File: src/rtl/spi_slave_responder.sv
// spi_slave_responder: SPI slave, modes 0-3, 8/16/24/32-bit words, CLK-domain oversampling.
// Define SPI_SLAVE_FRAME_ERR_EN to add frame_err_out for frames cut short by CS.
module spi_slave_responder (
    input  logic        CLK,
    input  logic        RST,
    input  logic        SCK,
    input  logic        CS,
    input  logic        MOSI,
    output logic        MISO,
    input  logic [1:0]  spi_mode_in,
    input  logic [1:0]  word_len_in,
    input  logic [31:0] miso_data_in,
    output logic        busy_out,
    output logic [31:0] mosi_data_out,
    output logic        mosi_valid_out
`ifdef SPI_SLAVE_FRAME_ERR_EN
    ,
    output logic        frame_err_out
`endif
);
    typedef enum logic {IDLE, SHIFT} state_t;
    state_t state, state_nxt;
    logic [2:0]  cs_q, sck_q;
    logic [1:0]  mosi_q, settle;
    logic        armed, cpol, cpha, done, miso_r;
    logic [1:0]  len_r;
    logic [31:0] tx, rx, first_word, reload_word, mask;
    logic [5:0]  cnt, nbits;
    logic        cs_fall, cs_rise, sck_rise, sck_fall, start, active;
    logic        lead, trail, sample, advance, last;

    function automatic logic [31:0] align(input logic [31:0] w, input logic [1:0] l);
        return l == 2'd0 ? {w[7:0], 24'd0} : l == 2'd1 ? {w[15:0], 16'd0} :
               l == 2'd2 ? {w[23:0], 8'd0} : w;
    endfunction

    // settle keeps reset-time synchronizer levels from arming a frame while CS is already low
    always_ff @(posedge CLK or posedge RST) begin
        if (RST) begin
            cs_q   <= 3'b111;
            sck_q  <= 3'b000;
            mosi_q <= 2'b00;
            settle <= 2'b00;
            armed  <= 1'b0;
        end else begin
            cs_q   <= {cs_q[1:0], CS};
            sck_q  <= {sck_q[1:0], SCK};
            mosi_q <= {mosi_q[0], MOSI};
            settle <= {settle[0], 1'b1};
            armed  <= armed | (settle[1] & cs_q[1]);
        end
    end

    assign cs_fall     = cs_q[2] & ~cs_q[1];
    assign cs_rise     = ~cs_q[2] & cs_q[1];
    assign sck_rise    = sck_q[1] & ~sck_q[2];
    assign sck_fall    = ~sck_q[1] & sck_q[2];
    assign start       = (state == IDLE) & cs_fall & armed;
    assign active      = (state == SHIFT) & ~cs_rise;
    assign lead        = active & (cpol ? sck_fall : sck_rise);
    assign trail       = active & (cpol ? sck_rise : sck_fall);
    assign sample      = cpha ? trail : lead;
    assign advance     = cpha ? lead : trail;
    assign nbits       = {1'b0, len_r, 3'b000} + 6'd8;
    assign last        = sample & (cnt == nbits - 6'd1);
    assign first_word  = align(miso_data_in, word_len_in);
    assign reload_word = align(miso_data_in, len_r);
    assign mask        = {{8{len_r == 2'd3}}, {8{len_r[1]}}, {8{len_r != 2'd0}}, 8'hFF};

    always_ff @(posedge CLK or posedge RST) begin
        if (RST) state <= IDLE;
        else state <= state_nxt;
    end

    always_comb begin
        state_nxt = (state == IDLE) ? (start ? SHIFT : IDLE) : (cs_rise ? IDLE : SHIFT);
    end

    always_comb begin
        busy_out = (state == SHIFT);
        MISO     = miso_r;
    end

    // tx holds the bits still to be presented, MSB-aligned; sample and advance never coincide
    always_ff @(posedge CLK or posedge RST) begin
        if (RST) begin
            cpol           <= 1'b0;
            cpha           <= 1'b0;
            len_r          <= 2'd0;
            tx             <= 32'd0;
            rx             <= 32'd0;
            cnt            <= 6'd0;
            done           <= 1'b0;
            miso_r         <= 1'b0;
            mosi_data_out  <= 32'd0;
            mosi_valid_out <= 1'b0;
        end else begin
            done           <= last;
            mosi_valid_out <= done;
            if (done) mosi_data_out <= rx & mask;
            if (start) begin
                {cpol, cpha} <= spi_mode_in;
                len_r        <= word_len_in;
                tx           <= spi_mode_in[0] ? first_word : first_word << 1;
                miso_r       <= spi_mode_in[0] ? 1'b0 : first_word[31];
                cnt          <= 6'd0;
                rx           <= 32'd0;
            end else if ((state == SHIFT) && cs_rise) begin
                cnt    <= 6'd0;
                miso_r <= 1'b0;
            end else begin
                if (sample) begin
                    rx  <= {rx[30:0], mosi_q[1]};
                    cnt <= last ? 6'd0 : cnt + 6'd1;
                end
                if (last) tx <= reload_word;
                else if (advance) begin
                    miso_r <= tx[31];
                    tx     <= tx << 1;
                end
            end
        end
    end

`ifdef SPI_SLAVE_FRAME_ERR_EN
    always_ff @(posedge CLK or posedge RST) begin
        if (RST) frame_err_out <= 1'b0;
        else frame_err_out <= (state == SHIFT) && cs_rise && (cnt != 6'd0);
    end
`endif
endmodule

File: config.mk
export PLATFORM = sky130hd
export DESIGN_NAME = spi_slave_responder
export DESIGN_NICKNAME = d
export VERILOG_FILES = /design/src/rtl/spi_slave_responder.sv
export SDC_FILE = /design/constraint.sdc
export NUM_CORES = 1
export LEC_CHECK = 0
export ABC_AREA = 1
export BUFFER_PORTS_ARGS = -buffer_cell sky130_fd_sc_hd__buf_4
export CAP_MARGIN = 25
export CORE_ASPECT_RATIO = 1.75
export CORE_UTILIZATION = 53
export DETAILED_ROUTE_END_ITERATION = 12
export GPL_TIMING_DRIVEN = 0
export MAX_ROUTING_LAYER = met4
export PLACE_DENSITY_LB_ADDON = 0.3
export SLEW_MARGIN = 20
export SYNTH_ARGS = -nofsm -noshare
export SYNTH_HDL_FRONTEND = slang
export SYNTH_SLANG_ARGS = --single-unit
File: constraint.sdc
create_clock -name CLK -period 4.34 [get_ports CLK]
set_clock_uncertainty 0.05 [all_clocks]
set_input_delay 0.868 -clock CLK [delete_from_list [all_inputs] [get_ports CLK]]
set_output_delay 0.868 -clock CLK [all_outputs]
set_load 0.01 [all_outputs]
==> results.sh <==
export IMPL_grt_first_pass_wirelength_um=36300
export IMPL_syn_inst=909
export IMPL_worstSetupEndpointType="flip-flop"
export IMPL_p_seq_share_pct=36.0
export IMPL_worstRegToRegCells=8
export IMPL_tns_ps=0
export IMPL_die_w_um=87.1
export IMPL_antenna_cells=0
export IMPL_fin_util_pct=65.1
export IMPL_cts_tree="yes"
export IMPL_synthDominantCellAreaShare_pct=44.0
export IMPL_cap_violations=0
export IMPL_reg2reg_slack_ps=2090
export IMPL_min_period_ps=2250
export IMPL_clkPwrFrac_pct=35.7
export IMPL_grt_pass1_vias=6859
export IMPL_rsz0062_at_grt="no"
export IMPL_multi_input_area_um2=2850
export IMPL_cp_endpoint="tx[24]$_DFFE_PP0P_"
export IMPL_syn_to_final_growth_pct=20.7
export IMPL_postCtsSetupRepairBufs=0
export IMPL_power_internal_uw=2490
export IMPL_synth_fp_nets=951
export IMPL_cts_root_buf="clkbuf_16"
export IMPL_ff_latch_area_um2=3030
export IMPL_cp_max_fo=10
export IMPL_initial_core_util_pct=54.0
export IMPL_gp_congestion=1.01
export IMPL_powerDensity_nw_per_um2=484
export IMPL_synth_largest_area_cell="dfrtp_1"
export IMPL_first_pass_iters=5
export IMPL_p_leak_uw=0.00397
export IMPL_synth_area_per_cell_um2=7.38
export IMPL_outcome="finished, final reports clean"
export IMPL_antenna_left=0
export IMPL_cp_required_ps=4590
export IMPL_fillerInstances=1143
export IMPL_setup_viol=0
export IMPL_dpl_hpwl_um=17500
export IMPL_slew_violations=0
export IMPL_wire_per_inst_um=20.2
export IMPL_clk_pin_slew_ps=60
export IMPL_globalRouteOverflowTotal=0
export IMPL_place_area_um2=7510
export IMPL_die_area_um2=13100
export IMPL_grt_max_degree=83
export IMPL_ys_seq_area_share_pct=45.2
export IMPL_power_switching_uw=1430
export IMPL_cp_arrival_ps=2510
export IMPL_numCtsBuffers=17
export IMPL_layout_drive_gt1_share_pct=15.9
export IMPL_final_area_um2=8100
export IMPL_fin_crit_sh_pct=51.9
export IMPL_yosysWarnings=0
export IMPL_hold_worst_slack_ps=307
export IMPL_crit_type="reg2reg"
export IMPL_cts_resized=0
export IMPL_synth_edff_count=0
export IMPL_yosysUniqueCellTypes=34
export IMPL_drtIter0Drc=434
export IMPL_cts_buffer_depth=2
export IMPL_reg2reg_from="cs_q[1]$_DFF_PP1_"
export IMPL_combPwrFrac_pct=28.3
export IMPL_synth_commonest_cells="175 x nand2_1, 142 x inv_1, 118 x dfrtp_1, 95 x nand3_1, 91 x a21oi_1"
export IMPL_drc=0
export IMPL_fmax_mhz=444
export IMPL_synth_top_flop_cell="dfrtp_1"
export IMPL_critPathLaunchType="flip-flop"
export IMPL_hold_viol_final=0
export IMPL_dp_slack_ps=1870
export IMPL_h_tree_depth=4
export IMPL_ys_seq_elements=121
export IMPL_hp_class="reg2reg"
export IMPL_synth_area_um2=6710
export IMPL_core_area_um2=12400
export IMPL_ys_async_sr_fraction_pct=100
export IMPL_vias_per_cell=5.76
export IMPL_crit_start="cs_q[1]$_DFF_PP1_"
export IMPL_cts_sinks=121
export IMPL_io_pins=76
export IMPL_fin_nets=1046
export IMPL_placement_io_buffers=75
export IMPL_drt_wl_total_um=23900
export IMPL_via_count=6823
export IMPL_worst_ir_drop_vdd_mv=0.455
export IMPL_sw_frac_of_total_pct=36.5
export IMPL_synthTopCellsByArea="dfrtp_1 44%, nand2_1 9.8%, inv_1 7.9%"
export IMPL_rows=54
export IMPL_finalWorstSetupSlack_ps=2090
export IMPL_cts_hold_buf=0
export IMPL_clkLatencyLatePin_ps=420
export IMPL_yosysMostFrequentCell="nand2_1"
export IMPL_r2r_end="tx[24]$_DFFE_PP0P_"
export IMPL_die_y_um=151
export IMPL_track_usage_pct=39.5
export IMPL_relSlewSlack_pct=32.2
export IMPL_tightest_slew_ps=1010
export IMPL_antenna_found_initial=0
worst min path at each step:
stage | from | endpoint | slack (ps) | depth (start not counted)
2_1_floorplan | mosi_q[0]$_DFF_PP0_ | mosi_q[1]$_DFF_PP0_ | 280 | 0
3_5_place_dp | settle[0]$_DFF_PP0_ | settle[1]$_DFF_PP0_ | 290 | 0
4_1_cts | settle[0]$_DFF_PP0_ | settle[1]$_DFF_PP0_ | 310 | 0
3_3_place_gp | settle[0]$_DFF_PP0_ | settle[1]$_DFF_PP0_ | 280 | 0
5_1_grt | settle[0]$_DFF_PP0_ | settle[1]$_DFF_PP0_ | 310 | 0
6_report | mosi_q[0]$_DFF_PP0_ | mosi_q[1]$_DFF_PP0_ | 310 | 0
metal layers:
metal / global-route usage [%] / part of all wire, % / vias up
met3: 7.74 / 5.2 / 105
met5: - / 0 / -
li1: - / - / 3197
met1: 38.7 / 35 / 3243
met2: 68.3 / 53 / 278
met4: 29.0 / 7.3 / 0
registers in the layout, summed over array words and instances (netlist names), 2 cells and up:
name           count
cnt                6
mosi_data_out     32
len_r              2
settle             2
sck_q              3
cs_q               3
tx                32
mosi_q             2
rx                32
layout make-up:
type,count,area share (%)
timing repair buffer,76,7.30
inverter,154,7.20
tap,168,2.60
multi-input combinational,581,35.2
clock inverter,15,1.92
sequential,121,37.4
buffer,53,3.08
clock buffer,17,5.26
placed cells by master, fill, tap and decap left out, drive strengths merged, types with 2 or more instances in the layout:
| master | instances |
|---|---|
| nand2 | 175 |
| dfrtp | 118 |
| o32ai | 8 |
| clkbuf | 38 |
| clkinv | 8 |
| o22ai | 69 |
| a21oi | 92 |
| o211ai | 2 |
| xor2 | 3 |
| nand4 | 20 |
| o21ai | 47 |
| nor2 | 51 |
| buf | 108 |
| or2 | 9 |
| dfstp | 3 |
| nand3 | 97 |
| inv | 159 |
cell families (layout without fill, tap and decap cells):
kind of cell / count (synthesis) / after routing / synth area share [%]
simple gates: 353 / 353 / 23.0
mux: 1 / 1 / 0.149
flops: 121 / 121 / 45.2
xor+xnor: 3 / 3 / 0.392
other cells: 1 / 1 / 0.0559
buf+inv: 207 / 315 / 12.3
compound gates: 222 / 222 / 18.7
fa+ha+maj: 1 / 1 / 0.186
power groups by stage:
| stage | Sequential, uW | Combinational [uW] | Clock (uW) |
|---|---|---|---|
| after floorplan | 1410 | 757 | 0 |
| after global placement | 1420 | 1070 | 0 |
| after detailed placement | 1430 | 1080 | 0 |
| after CTS | 1410 | 1090 | 1410 |
| after global routing | 1430 | 1230 | 1460 |
| final | 1410 | 1110 | 1400 |
worst max-delay path, cell delays in order (launching register included):
cell,delay (ps)
dfstp_2,590
nor2_1,60
nand3_2,170
inv_2,100
nand2_1,100
clkbuf_1,520
o21ai_1,280
a21oi_1,180
a21oi_1,70
per-stage QoR:
step,std cells,power (uW)
after detailed placement,1153,2510
after global routing,1185,4110
after global placement,1152,2480
after floorplan,909,2160
final,1185,3920
after CTS,1185,3910
No activity file was read; power rests on OpenSTA's default activity.
